`config.mk`:
```
export PLATFORM = sky130hd
export DESIGN_NAME = operand_accumulator_flat
export DESIGN_NICKNAME = d
export VERILOG_FILES = /design/src/rtl/operand_accumulator_if.sv /design/src/rtl/operand_accumulator.sv /design/src/flat_wrapper.sv
export SDC_FILE = /design/constraint.sdc
export NUM_CORES = 1
export LEC_CHECK = 0
export BUFFER_PORTS_ARGS = -buffer_cell sky130_fd_sc_hd__buf_4
export CORE_UTILIZATION = 35
export CTS_CLUSTER_SIZE = 40
export DETAILED_ROUTE_END_ITERATION = 16
export HOLD_SLACK_MARGIN = 0.1
export PLACE_DENSITY = 0.61
export SYNTH_ARGS = -nofsm -noshare
export SYNTH_HDL_FRONTEND = slang
export SYNTH_SLANG_ARGS = --single-unit
```
`constraint.sdc`:
```
create_clock -name clk -period 8.3 [get_ports clk]
set_input_delay 1.66 -clock clk [delete_from_list [all_inputs] [get_ports clk]]
set_output_delay 1.66 -clock clk [all_outputs]
set_load 0.005 [all_outputs]
```
`src/rtl/operand_accumulator_if.sv`:
```
// Operand/result handshake bundle for operand_accumulator.
// The slave side is the accumulator; the master side is the operand source and result consumer.
interface operand_accumulator_if #(
    parameter int unsigned WIDTH   = 6,
    parameter int unsigned COUNT_W = 4
);
    logic               in_valid;
    logic               in_ready;
    logic [WIDTH-1:0]   in_data;
    logic               in_last;
    logic               out_valid;
    logic               out_ready;
    logic [WIDTH-1:0]   out_sum;
    logic               out_carry;
    logic [COUNT_W-1:0] out_count;

    modport slave (
        input  in_valid, in_data, in_last, out_ready,
        output in_ready, out_valid, out_sum, out_carry, out_count
    );

    modport master (
        output in_valid, in_data, in_last, out_ready,
        input  in_ready, out_valid, out_sum, out_carry, out_count
    );
endinterface

```
`src/rtl/operand_accumulator.sv`:
```
// Folds a stream of operands into a ripple-carry running sum and presents the
// group result with a sticky carry-out and a saturating beat count.
module operand_accumulator #(
    parameter int unsigned WIDTH   = 6,
    parameter int unsigned COUNT_W = 4
) (
    input  logic                  clk,
    input  logic                  reset,
    operand_accumulator_if.slave  bus
);
    typedef enum logic [1:0] {
        IDLE  = 2'd0,
        ACCUM = 2'd1,
        HOLD  = 2'd2
    } state_e;

    state_e             state_q, state_d;
    logic [WIDTH-1:0]   acc_q, acc_d;
    logic               carry_q, carry_d;
    logic [COUNT_W-1:0] count_q, count_d;
    logic               out_valid_q, out_valid_d;
    logic [WIDTH-1:0]   out_sum_q, out_sum_d;
    logic               out_carry_q, out_carry_d;
    logic [COUNT_W-1:0] out_count_q, out_count_d;

    logic               in_xfer;
    logic               out_xfer;
    logic [WIDTH:0]     rca_c;
    logic [WIDTH-1:0]   rca_s;

    assign bus.in_ready  = !reset && (state_q != HOLD);
    assign in_xfer       = bus.in_valid && bus.in_ready;
    assign out_xfer      = out_valid_q && bus.out_ready;

    assign bus.out_valid = out_valid_q;
    assign bus.out_sum   = out_sum_q;
    assign bus.out_carry = out_carry_q;
    assign bus.out_count = out_count_q;

    // Ripple-carry adder: acc_q + in_data, carry out of the top bit in rca_c[WIDTH].
    assign rca_c[0] = 1'b0;
    for (genvar i = 0; i < int'(WIDTH); i++) begin : g_rca
        assign rca_s[i]   = acc_q[i] ^ bus.in_data[i] ^ rca_c[i];
        assign rca_c[i+1] = (acc_q[i] & bus.in_data[i]) | (rca_c[i] & (acc_q[i] ^ bus.in_data[i]));
    end

    always_ff @(posedge clk) begin
        if (reset) begin
            state_q     <= IDLE;
            acc_q       <= '0;
            carry_q     <= 1'b0;
            count_q     <= '0;
            out_valid_q <= 1'b0;
            out_sum_q   <= '0;
            out_carry_q <= 1'b0;
            out_count_q <= '0;
        end else begin
            state_q     <= state_d;
            acc_q       <= acc_d;
            carry_q     <= carry_d;
            count_q     <= count_d;
            out_valid_q <= out_valid_d;
            out_sum_q   <= out_sum_d;
            out_carry_q <= out_carry_d;
            out_count_q <= out_count_d;
        end
    end

    always_comb begin
        state_d = state_q;
        unique case (state_q)
            IDLE:    if (in_xfer) state_d = bus.in_last ? HOLD : ACCUM;
            ACCUM:   if (in_xfer) state_d = bus.in_last ? HOLD : ACCUM;
            HOLD:    if (out_xfer) state_d = IDLE;
            default: state_d = IDLE;
        endcase
    end

    // Datapath and result registers; the result is captured on the edge entering HOLD.
    always_comb begin
        acc_d       = acc_q;
        carry_d     = carry_q;
        count_d     = count_q;
        out_valid_d = out_valid_q;
        out_sum_d   = out_sum_q;
        out_carry_d = out_carry_q;
        out_count_d = out_count_q;
        unique case (state_q)
            IDLE: begin
                if (in_xfer) begin
                    acc_d   = bus.in_data;
                    carry_d = 1'b0;
                    count_d = COUNT_W'(1);
                end
            end
            ACCUM: begin
                if (in_xfer) begin
                    acc_d   = rca_s;
                    carry_d = carry_q | rca_c[WIDTH];
                    if (count_q != {COUNT_W{1'b1}}) count_d = count_q + COUNT_W'(1);
                end
            end
            HOLD: begin
                if (out_xfer) begin
                    out_valid_d = 1'b0;
                    out_sum_d   = '0;
                    out_carry_d = 1'b0;
                    out_count_d = '0;
                end
            end
            default: ;
        endcase
        if ((state_q != HOLD) && (state_d == HOLD)) begin
            out_valid_d = 1'b1;
            out_sum_d   = acc_d;
            out_carry_d = carry_d;
            out_count_d = count_d;
        end
    end
endmodule

```
`src/flat_wrapper.sv`:
```
// flat-port wrapper written by rule: the top's interface ports become plain ports
module operand_accumulator_flat 
#(
    parameter int unsigned WIDTH   = 6,
    parameter int unsigned COUNT_W = 4
)
  (clk, reset, bus_in_valid, bus_in_data, bus_in_last, bus_out_ready, bus_in_ready, bus_out_valid, bus_out_sum, bus_out_carry, bus_out_count);
  operand_accumulator_if #(.WIDTH(WIDTH), .COUNT_W(COUNT_W)) bus_i ();
  input  logic clk;
  input  logic reset;
  input wire logic [$bits(bus_i.in_valid)-1:0] bus_in_valid;
  input wire logic [$bits(bus_i.in_data)-1:0] bus_in_data;
  input wire logic [$bits(bus_i.in_last)-1:0] bus_in_last;
  input wire logic [$bits(bus_i.out_ready)-1:0] bus_out_ready;
  output wire logic [$bits(bus_i.in_ready)-1:0] bus_in_ready;
  output wire logic [$bits(bus_i.out_valid)-1:0] bus_out_valid;
  output wire logic [$bits(bus_i.out_sum)-1:0] bus_out_sum;
  output wire logic [$bits(bus_i.out_carry)-1:0] bus_out_carry;
  output wire logic [$bits(bus_i.out_count)-1:0] bus_out_count;
  assign bus_i.in_valid = bus_in_valid;
  assign bus_i.in_data = bus_in_data;
  assign bus_i.in_last = bus_in_last;
  assign bus_i.out_ready = bus_out_ready;
  assign bus_in_ready = bus_i.in_ready;
  assign bus_out_valid = bus_i.out_valid;
  assign bus_out_sum = bus_i.out_sum;
  assign bus_out_carry = bus_i.out_carry;
  assign bus_out_count = bus_i.out_count;
  operand_accumulator #(.WIDTH(WIDTH), .COUNT_W(COUNT_W)) u_core (.clk(clk), .reset(reset), .bus(bus_i));
endmodule
```
# Word-level counts from Yosys, hierarchy flattened
# Cells that the tools add are included.
# word_totals
output_inout_bits	13
register_bits	25
inputBits	11
# classes
n_addsub	1
reduce_logical	10
muxes	24
n_eq_ne	5
bitwise	28
# op_table
cell	count
two-way mux 6 bit	5
two-way mux 4 bit	6
one-hot mux 6 bit (2 select lines)	1
AND 1 bit	11
bitwise XOR 1 bit	11
one-hot mux 4 bit (2 select lines)	1
two-way mux 1 bit	6
two-way mux 2 bit	3
bitwise OR 1 bit	6
adder 4 x 1 -> 4 bit, second input constant	1
equality test 2 bit, second input constant	2
logical AND 1 bit	4
inequality test 4 bit, second input constant	1
one-hot mux 2 bit (2 select lines)	1
nonzero test 2 bit	2
equality test 2 x 1 -> 1 bit, second input constant	1
logical NOT 2 bit	1
inequality test 2 bit, second input constant	1
one-hot mux 1 bit (2 select lines)	1
AND reduction 2 bit	1
OR reduction 2 bit	1
logical NOT 1 bit	1

# Depth between registers and ports, before layout
# Gate-level depths: netlist of run 1.
# logic_depth
ltp_word	15
mapped_depth	11
depth_no_buf	11

# Worst setup path after synthesis of run 1
# No wires, ideal clock.
# synth_timing
path_type	in2out
startpoint	in reset
endpoint	out bus_in_ready
t_arrival_ns	2.266
stages	3
slack_ns	4.374
path_cell_list	buf_2 -> buf_1 -> nor2_1
# synth_via
elab_chain_cells	2
# synth_lines
element	line	rtl
start: declaration	flat_wrapper.sv:10	input logic reset;
logical NOT 1 bit	operand_accumulator.sv:31	assign bus.in_ready = !reset && (state_q != HOLD);
logical AND 1 bit	operand_accumulator.sv:31	
end: declaration	flat_wrapper.sv:15	output wire logic [$bits(bus_i.in_ready)-1:0] bus_in_ready;
# No other way between the ends.

# Worst setup path in the final report of run 1
# layout_timing
startpoint	in bus_in_data[0]
endpoint	reg u_core.out_sum_q[4], in the netlist u_core.bus.out_sum[4]
# layout_via
elab_chain_cells	11
# layout_lines
element	line	rtl
start: declaration	flat_wrapper.sv:12	input wire logic [$bits(bus_i.in_data)-1:0] bus_in_data;
AND 1 bit (2 in series)	operand_accumulator.sv:44	assign rca_c[i+1] = (acc_q[i] & bus.in_data[i]) | (rca_c[i] & (acc_q[i] ^ bus.in_data[i]));
bitwise OR 1 bit	operand_accumulator.sv:44	
AND 1 bit	operand_accumulator.sv:44	
bitwise OR 1 bit	operand_accumulator.sv:44	
AND 1 bit	operand_accumulator.sv:44	
bitwise OR 1 bit	operand_accumulator.sv:44	
bitwise XOR 1 bit	operand_accumulator.sv:43	assign rca_s[i] = acc_q[i] ^ bus.in_data[i] ^ rca_c[i];
two-way mux 6 bit	operand_accumulator.sv:97	if (in_xfer) begin
one-hot mux 6 bit (2 select lines)	operand_accumulator.sv:88	unique case (state_q)
two-way mux 6 bit	operand_accumulator.sv:113	if ((state_q != HOLD) && (state_d == HOLD)) begin
end signal: assignment	operand_accumulator.sv:63	out_sum_q <= out_sum_d;
end: declaration	operand_accumulator.sv:22	logic [WIDTH-1:0] out_sum_q, out_sum_d;
# No other way between the ends.
# A chain may end at the register's enable or synchronous reset.

==> impl_metrics.env, run 1 <==
export IMPL_hold_buffers=0
export IMPL_hold_viol_final=0
export IMPL_nets=157
export IMPL_grt_pass1_wl_um=4190
export IMPL_tightest_slew_ns=0.867
export IMPL_end_kind="flip-flop"
export IMPL_netlist_area_um2=1210
export IMPL_placementRows=20
export IMPL_drtPass1Iterations=4
export IMPL_maxSlewHeadroom_pct=42.2
export IMPL_clock_fmax_ghz=0.265
export IMPL_setup_ws_ns=4.52
export IMPL_cts_resized_gates=0
export IMPL_cp_common_cell="fa_1"
export IMPL_placed_cells=178
export IMPL_n_antenna_cell=0
export IMPL_vdd_ir_drop_max_uv=114
export IMPL_place_ws_ns=4.14
export IMPL_crit_arrival_ns=4.06
export IMPL_p_leak_nw=0.585
export IMPL_power_mw=0.231
export IMPL_clkTransAtPathRegs_ns=0.15
export IMPL_final_cell_mix="25 x dfxtp_1, 23 x buf_4, 13 x nor2_1"
export IMPL_synth_nets=135
export IMPL_worst_hold_slack_ns=0.483
export IMPL_final_area_um2=1420
export IMPL_powerDensity_nw_per_um2=163
export IMPL_rsz0062_at_grt="no"
export IMPL_clock_skew_ns=0.0121
export IMPL_dp_hpwl_um=1840
export IMPL_place_area_um2=1390
export IMPL_synthCells=117
export IMPL_initial_core_util_pct=38.4
export IMPL_fp_dieW_um=60.8
export IMPL_max_cap_viol_count=0
export IMPL_wire_per_inst_um=13.4
export IMPL_worstPathCellList="buf_4, ha_1, fa_1, fa_1, inv_1, fa_1, fa_1, mux2_2, a211oi_2, a22o_1"
export IMPL_ys_types=35
export IMPL_clockBufferDepth=2
export IMPL_cp_max_fo=2
export IMPL_status="finished, final reports clean"
export IMPL_drt_total_wl_um=2440
export IMPL_grt_start_max_net_pins=21
export IMPL_fp_dieH_um=60.8
export IMPL_ant_nets=0
export IMPL_tns_ns=0
export IMPL_antenna_found_initial=0
export IMPL_cts_setup_buffers=0
export IMPL_period_share_pct=45.5
export IMPL_crit_required_ns=8.58
export IMPL_synth_seq_cells=25
export IMPL_drt_iter0_drc=74
export IMPL_syn2layout_area_growth_pct=17.0
export IMPL_final_cell_count_no_fill=182
export IMPL_overflow=0
export IMPL_startpoint_type="input port"
export IMPL_crit_slowest_cell="fa_1"
export IMPL_die_area_um2=3700
export IMPL_grtUsageTotal_pct=15.6
export IMPL_gp_congestion=0.762
export IMPL_drive_gt1_share_pct=27.5
export IMPL_via_count=935
export IMPL_crit_type="input port to flip-flop"
export IMPL_avgSynthCellArea_um2=10.3
export IMPL_clk_latency_ns=0.33
export IMPL_htreeDepth=1
export IMPL_drc=0
export IMPL_fin_util_pct=44.9
export IMPL_setup_violations=0
export IMPL_ios=24
export IMPL_yosys_warnings=0
export IMPL_final_common_cell="dfxtp_1"
export IMPL_slew_viol_final=0
export IMPL_cts_tree="built"
export IMPL_cp_slowest_stage_delay_ns=0.41
export IMPL_period_needed_ns=3.78
export IMPL_worstHoldPathType="flip-flop to flip-flop"
export IMPL_grt_pass1_vias=850
export IMPL_io_buffers=23
export IMPL_core_area_um2=3150
export IMPL_yosysSeqAreaShare_pct=41.4
export IMPL_clock_sinks=25
export IMPL_clockRootBuffer="clkbuf_4"
export IMPL_cts_buffers_inserted=3
export IMPL_via_per_inst=5.14
## metal layers
layer | vias to the layer above | share of wire [%] | global-route usage [%]
met5 | - | 0 | 0
met4 | 0 | 0.86 | 3.90
met3 | 2 | 5.0 | 3.84
met2 | 22 | 49 | 25.1
met1 | 447 | 45 | 21.2
li1 | 464 | - | -
## worst max-delay path, delay by kind of cell
| kind | cells | cell delay (ns) |
|---|---|---|
| AOI/OAI and AO/OA | 2 | 0.42 |
| adders and majority gates | 5 | 1.54 |
| buffers and inverters | 2 | 0.19 |
| muxes | 1 | 0.28 |
## final cells by class
| type | count | area, um^2 |
|---|---|---|
| inverters | 6 | 22.5 |
| clock buffers | 3 | 22.5 |
| repair buffers | 23 | 173 |
| multi-input cells | 80 | 637 |
| flip-flops and latches | 25 | 500 |
| clock inverters | 1 | 5.00 |
| fillers | 323 | 1740 |
| well taps | 44 | 55.1 |
## path summary, 6_finish.rpt
path / from / end / slack (ns) / depth (start not counted)
worst max-delay path: bus_in_data[0] / u_core.bus.out_sum[4] / 4.52 / 10
worst min-delay path: u_core.bus.out_sum[1] / u_core.bus.out_sum[1] / 0.48 / 1
worst max register to register: u_core.acc_q[0] / u_core.bus.out_sum[4] / 5.64 / 9
worst min register to register: u_core.bus.out_sum[1] / u_core.bus.out_sum[1] / 0.48 / 1
## report_power, final
group	leakage, nW	total, mW	internal, mW	switching (mW)
clock	0.0177	0.0562	0.0181	0.0381
sequential	0.205	0.133	0.127	0.00652
combinational	0.363	0.0413	0.0197	0.0216
total	0.585	0.231	0.165	0.0663
## logic make-up (layout without fill, tap and decap cells)
kind of cell / after synthesis / count (layout) / share of synthesized area (%)
AOI/OAI and AO/OA: 33 / 33 / 22.1
and+or+nand+nor: 34 / 34 / 15.1
buffers and inverters: 12 / 33 / 6.00
adders and majority gates: 7 / 7 / 10.3
DFF: 25 / 25 / 41.4
muxes: 6 / 6 / 5.07
## synthesized netlist by cell type (all sizes together)
cell      n  share of area [%]
a311oi    1                1.2
o211ai    1               0.62
mux2      1               0.93
a21bo     1               0.83
nor2     14                4.6
fa        5                8.3
o21a      1               0.62
nand3b    2                1.2
a21o      1               0.62
inv       6                1.9
a31oi     1               0.52
nand2     6                1.9
or3       1               0.52
nor3b     2                1.7
dfxtp    25                 41
nor3      3                1.7
nand3     3                1.2
a211oi    7                5.6
nand2b    1               0.52
a21oi     8                3.3
ha        2                2.1
nor2b     2                1.9
mux2i     5                4.1
buf       6                4.1
a22o      7                5.1
a2111oi   1               0.83
o2bb2ai   4                2.9
## registers in the layout (all words and copies together) (netlist names)
signal	cells
u_core.bus.out_count	4
u_core.bus.out_valid	1
u_core.bus.out_carry	1
u_core.acc_q	6
u_core.bus.out_sum	6
u_core.count_q	4
u_core.state_q	2
u_core.carry_q	1
Power figures use the tool's default switching activity.
==> inputs of run 2 (changes only) <==
- ABC_AREA: not set -> 1
- PLACE_DENSITY: 0.61 -> 0.62
- clock period: 8.3 -> 3.3 ns (I/O delays scaled with it)
==> run 2 against run 1 <==
Compared with the run above:
- clock skew is 0.0084 ns lower
- clock power grew to 3.3 times the previous value
- setup slack worse by 3.9 ns
- design area is 16% higher
- sequential cell count stayed put
==> impl_metrics.env, run 2 <==
export IMPL_status="finished, final reports clean"
export IMPL_clockBufferDepth=2
export IMPL_yosys_top_cells_count="57 x nand2_1, 32 x inv_1, 31 x nand3_1"
export IMPL_fin_util_pct=44.0
export IMPL_tightest_slew_ns=0.713
export IMPL_io_buffers=23
export IMPL_crit_type="input port to flip-flop"
export IMPL_fp_dieW_um=65.1
export IMPL_via_per_inst=4.76
export IMPL_grt_start_max_net_pins=17
export IMPL_wire_per_inst_um=11.7
export IMPL_syn2layout_area_growth_pct=18.1
export IMPL_netlist_area_um2=1400
export IMPL_die_area_um2=4240
export IMPL_hold_buffers=0
export IMPL_crit_required_ns=3.47
export IMPL_final_common_cell="nand2_1"
export IMPL_yosys_warnings=0
export IMPL_cp_max_fo=2
export IMPL_period_needed_ns=2.70
export IMPL_n_antenna_cell=0
export IMPL_avgSynthCellArea_um2=7.15
export IMPL_core_area_um2=3740
export IMPL_cts_tree="built"
export IMPL_drt_iter0_drc=63
export IMPL_clockRootBuffer="clkbuf_8"
export IMPL_placementRows=22
export IMPL_cts_buffers_inserted=3
export IMPL_yosysMostFrequentCell="nand2_1"
export IMPL_overflow=0
export IMPL_via_count=1266
export IMPL_vdd_ir_drop_max_uv=280
export IMPL_clkTransAtPathRegs_ns=0.09
export IMPL_clk_latency_ns=0.27
export IMPL_tns_ns=0
export IMPL_synthCells=195
export IMPL_slew_viol_final=0
export IMPL_maxSlewHeadroom_pct=52.3
export IMPL_cts_resized_gates=0
export IMPL_synth_seq_cells=25
export IMPL_max_cap_viol_count=0
export IMPL_synth_edf_count=0
export IMPL_synth_main_ff_cell="dfxtp_1"
export IMPL_ant_nets=0
export IMPL_ys_types=27
export IMPL_yosys_area_top_type="dfxtp_1"
export IMPL_setup_violations=0
export IMPL_powerDensity_nw_per_um2=387
export IMPL_yosysSeqAreaShare_pct=35.9
export IMPL_worstHoldPathType="flip-flop to flip-flop"
export IMPL_hold_viol_final=0
export IMPL_drc=0
export IMPL_synth_top_area_share_pct=35.9
export IMPL_ys_async_sr_fraction_pct=0
export IMPL_rsz0062_at_grt="no"
export IMPL_fp_dieH_um=65.1
export IMPL_crit_arrival_ns=2.87
export IMPL_drtPass1Iterations=4
export IMPL_gp_congestion=0.820
export IMPL_ios=24
export IMPL_startpoint_type="input port"
export IMPL_dp_hpwl_um=2280
export IMPL_synth_nets=213
export IMPL_cts_setup_buffers=0
export IMPL_clock_sinks=25
export IMPL_end_kind="flip-flop"
export IMPL_initial_core_util_pct=37.3
export IMPL_grtUsageTotal_pct=16.2
export IMPL_yosys_top_cells_area="dfxtp_1 36%, nand2_1 15%, nand3_1 11%, inv_1 8.6%, fa_1 7.2%"
export IMPL_grt_pass1_wl_um=5220
export IMPL_period_share_pct=81.7
export IMPL_grt_pass1_vias=1086
export IMPL_antenna_found_initial=0
export IMPL_drt_total_wl_um=3100
export IMPL_clock_fmax_ghz=0.371
export IMPL_p_leak_nw=0.854
export IMPL_htreeDepth=1
export IMPL_drive_gt1_share_pct=16.5
export IMPL_nets=237
export IMPL_final_cell_mix="57 x nand2_1, 32 x inv_1, 31 x nand3_1"
export IMPL_clock_skew_ns=0.00370
## run 2: final cells by class
| cell class | count | area [um^2] |
|---|---|---|
| flip-flops and latches | 25 | 500 |
| clock buffers | 4 | 45.0 |
| multi-input cells | 130 | 732 |
| fillers | 416 | 2100 |
| repair buffers | 23 | 173 |
| well taps | 48 | 60.1 |
| inverters | 36 | 138 |
## run 2: worst paths after layout
| kind | from | to | slack, ns | cells after the start |
|---|---|---|---|---|
| setup / recovery | bus_in_data[0] | u_core.bus.out_sum[5] | 0.60 | 13 |
| hold / removal | u_core.bus.out_sum[4] | u_core.bus.out_sum[4] | 0.48 | 2 |
| setup reg to reg | u_core.acc_q[0] | u_core.bus.out_sum[5] | 0.78 | 12 |
| hold reg to reg | u_core.bus.out_sum[4] | u_core.bus.out_sum[4] | 0.48 | 2 |
## run 2: power breakdown
part / switching (mW) / total, mW / internal (mW) / leakage [nW]
Sequential: 0.0124 / 0.329 / 0.317 / 0.203
Clock: 0.101 / 0.188 / 0.0866 / 0.0228
Combinational: 0.0735 / 0.121 / 0.0475 / 0.628
## run 2: metrics by stage
stage	worst slack [ns]	hold slack (ns)	power (mW)	instances	area, um^2
finish	0.603	0.476	0.638	266	1650
global route	0.436	0.498	0.677	266	1650
CTS	0.579	0.481	0.645	266	1650
detailed placement	0.291	0.464	0.458	262	1600
global placement	0.320	0.464	0.458	262	1600
floorplan	0.517	0.464	0.415	195	1400
## run 2: routing by layer
layer	global-route usage (%)	routed length, um	vias to the layer above
met1	22.7	1590	564
met2	24.5	1290	32
met3	2.26	168	4
met4	7.34	57	0
li1	-	-	666
met5	0	0	-
## run 2: cells by family after synthesis
group	share of synthesized area, %
XOR/XNOR	0.628
adder cells (fa/ha/maj)	8.97
AO/OA/AOI/OAI	7.09
buffers and inverters	11.7
AND/OR/NAND/NOR	35.8
flip-flops	35.9
## run 2: worst max-delay path, cell delays in order
cell and delay [ns]:
buf_4 0.11, ha_1 0.19, fa_1 0.37, fa_1 0.36
inv_1 0.07, fa_1 0.17, fa_1 0.16, inv_1 0.05
fa_1 0.42, nand2_1 0.07, nand3_1 0.10, nand2_1 0.08
nand2_1 0.05
==> inputs of run 3 (changes only) <==
- ABC_AREA: 1 -> 0
- PLACE_DENSITY: 0.62 -> 0.61
- clock period: 3.3 -> 2.7 ns (I/O delays scaled with it)
==> run 3 against run 2 <==
Compared with the run above:
- clock-buffer cell count stayed put
- sequential cell count stayed put
- largest power group unchanged
- design area is 13% lower
- sequential power is 23% higher
- critical path depth is 3 lower
- register-to-register slack worse by 0.65 ns
- die area is 13% lower
- highest routed layer unchanged
- largest cell class unchanged
- cell count is 31% lower
- non-clock buffer count is 2 higher
==> impl_metrics.env, run 3 (same netlist as run 1, synthesis figures left out) <==
export IMPL_wire_per_inst_um=13.3
export IMPL_clockRootBuffer="clkbuf_4"
export IMPL_cts_tree="built"
export IMPL_worstHoldPathCells=2
export IMPL_grt_pass1_vias=854
export IMPL_drtPass1Iterations=4
export IMPL_setup_ws_ns=0.106
export IMPL_grt_start_max_net_pins=21
export IMPL_rsz0062_at_grt="no"
export IMPL_hold_viol_final=0
export IMPL_startpoint_type="input port"
export IMPL_status="finished, final reports clean"
export IMPL_crit_type="input port to flip-flop"
export IMPL_hp_start="bus_in_last"
export IMPL_crit_required_ns=2.96
export IMPL_syn2layout_area_growth_pct=18.4
export IMPL_cts_buffers_inserted=3
export IMPL_ff2ff_setup_slack_ns=0.13
export IMPL_clock_fmax_ghz=0.386
export IMPL_period_needed_ns=2.59
export IMPL_initial_core_util_pct=38.4
export IMPL_io_buffers=23
export IMPL_r2r_end="u_core.bus.out_sum[4]"
export IMPL_setup_violations=0
export IMPL_gp_congestion=0.772
export IMPL_place_ws_ns=-0.233
export IMPL_drive_gt1_share_pct=29.3
export IMPL_via_per_inst=5.07
export IMPL_cp_max_fo=2
export IMPL_dp_hpwl_um=1830
export IMPL_powerDensity_nw_per_um2=492
export IMPL_period_share_pct=96.1
export IMPL_clock_skew_ns=0.00623
export IMPL_maxSlewHeadroom_pct=48.3
export IMPL_worstHoldPathType="input port to flip-flop"
export IMPL_end_kind="flip-flop"
export IMPL_placementRows=20
export IMPL_clkTransAtPathRegs_ns=0.13
export IMPL_fp_dieH_um=60.8
export IMPL_final_cell_mix="25 x buf_4, 24 x dfxtp_1, 13 x nor2_1"
export IMPL_nets=159
export IMPL_ant_nets=0
export IMPL_clk_latency_ns=0.31
export IMPL_tightest_slew_ns=0.772
export IMPL_die_area_um2=3700
export IMPL_drt_total_wl_um=2450
export IMPL_n_antenna_cell=0
export IMPL_cts_setup_buffers=0
export IMPL_slew_viol_final=0
export IMPL_clockBufferDepth=2
export IMPL_via_count=932
export IMPL_r2r_start="u_core.acc_q[0]"
export IMPL_grt_pass1_wl_um=4100
export IMPL_tns_ns=0
export IMPL_max_cap_viol_count=0
export IMPL_crit_arrival_ns=2.85
export IMPL_whs_endpoint="u_core.state_q[0]"
export IMPL_p_leak_nw=0.591
export IMPL_final_common_cell="buf_4"
export IMPL_drt_iter0_drc=54
export IMPL_hold_buffers=0
export IMPL_drc=0
export IMPL_r2r_cells=9
export IMPL_antenna_found_initial=0
export IMPL_clock_sinks=25
export IMPL_fp_dieW_um=60.8
export IMPL_vdd_ir_drop_max_uv=254
export IMPL_core_area_um2=3150
export IMPL_grtUsageTotal_pct=15.3
export IMPL_overflow=0
export IMPL_htreeDepth=1
export IMPL_ios=24
==> run 3: metal layers <==
metal / vias to the layer above / track usage [%] / part of all wire (%)
li1: 465 / - / -
met5: - / 0 / 0
met2: 14 / 25.7 / 51
met3: 2 / 4.05 / 2.7
met4: 0 / 2.92 / 0.57
met1: 451 / 20.0 / 46
==> run 3: worst max path at each step <==
stage	from	to	cells past startpoint
2_1_floorplan	bus_in_data[0]	u_core.bus.out_sum[4]	9
3_3_place_gp	bus_in_data[0]	u_core.acc_q[5]	11
3_5_place_dp	bus_in_data[0]	u_core.bus.out_sum[4]	10
4_1_cts	bus_in_data[0]	u_core.bus.out_sum[4]	10
5_1_grt	u_core.acc_q[0]	u_core.acc_q[5]	10
6_report	bus_in_data[0]	u_core.bus.out_sum[4]	10
==> run 3: area by class of cell <==
type / count / area, um^2
repair buffers: 25 / 188
fillers: 331 / 1720
clock buffers: 4 / 26.3
multi-input cells: 80 / 639
well taps: 44 / 55.1
flip-flops and latches: 25 / 502
inverters: 6 / 22.5
==> run 3: power by group <==
group	leakage (nW)	total [mW]	internal, mW	switching [mW]
combinational	0.371	0.135	0.0631	0.0715
sequential	0.205	0.406	0.390	0.0164
clock	0.0150	0.164	0.0577	0.106
==> run 3: stage by stage <==
stage	utilization, %	hold slack [ns]	total power [mW]	instances	area, um^2
2_1_floorplan	-	0.451	0.506	117	1210
3_3_place_gp	44.6	0.439	0.546	180	1410
3_5_place_dp	44.6	0.450	0.550	180	1410
4_1_cts	45.4	0.405	0.716	184	1430
5_1_grt	45.4	0.393	0.753	184	1430
6_report	45.4	0.416	0.705	184	1430
==> run 3: worst max-delay path, stage by stage <==
cell and delay [ns]:
buf_4 0.11, ha_1 0.20, fa_2 0.34, fa_1 0.37, inv_1 0.08, fa_1 0.18
fa_1 0.40, mux2_2 0.28, a211oi_2 0.21, a22o_1 0.15
==> run 3: timing repair <==
| action | 4_1_cts | 5_1_grt |
|---|---|---|
| endpoints found under the hold margin | 0 | 0 |
| setup endpoints to repair | 0 | 1 |
| resized for setup | 0 | 1 |
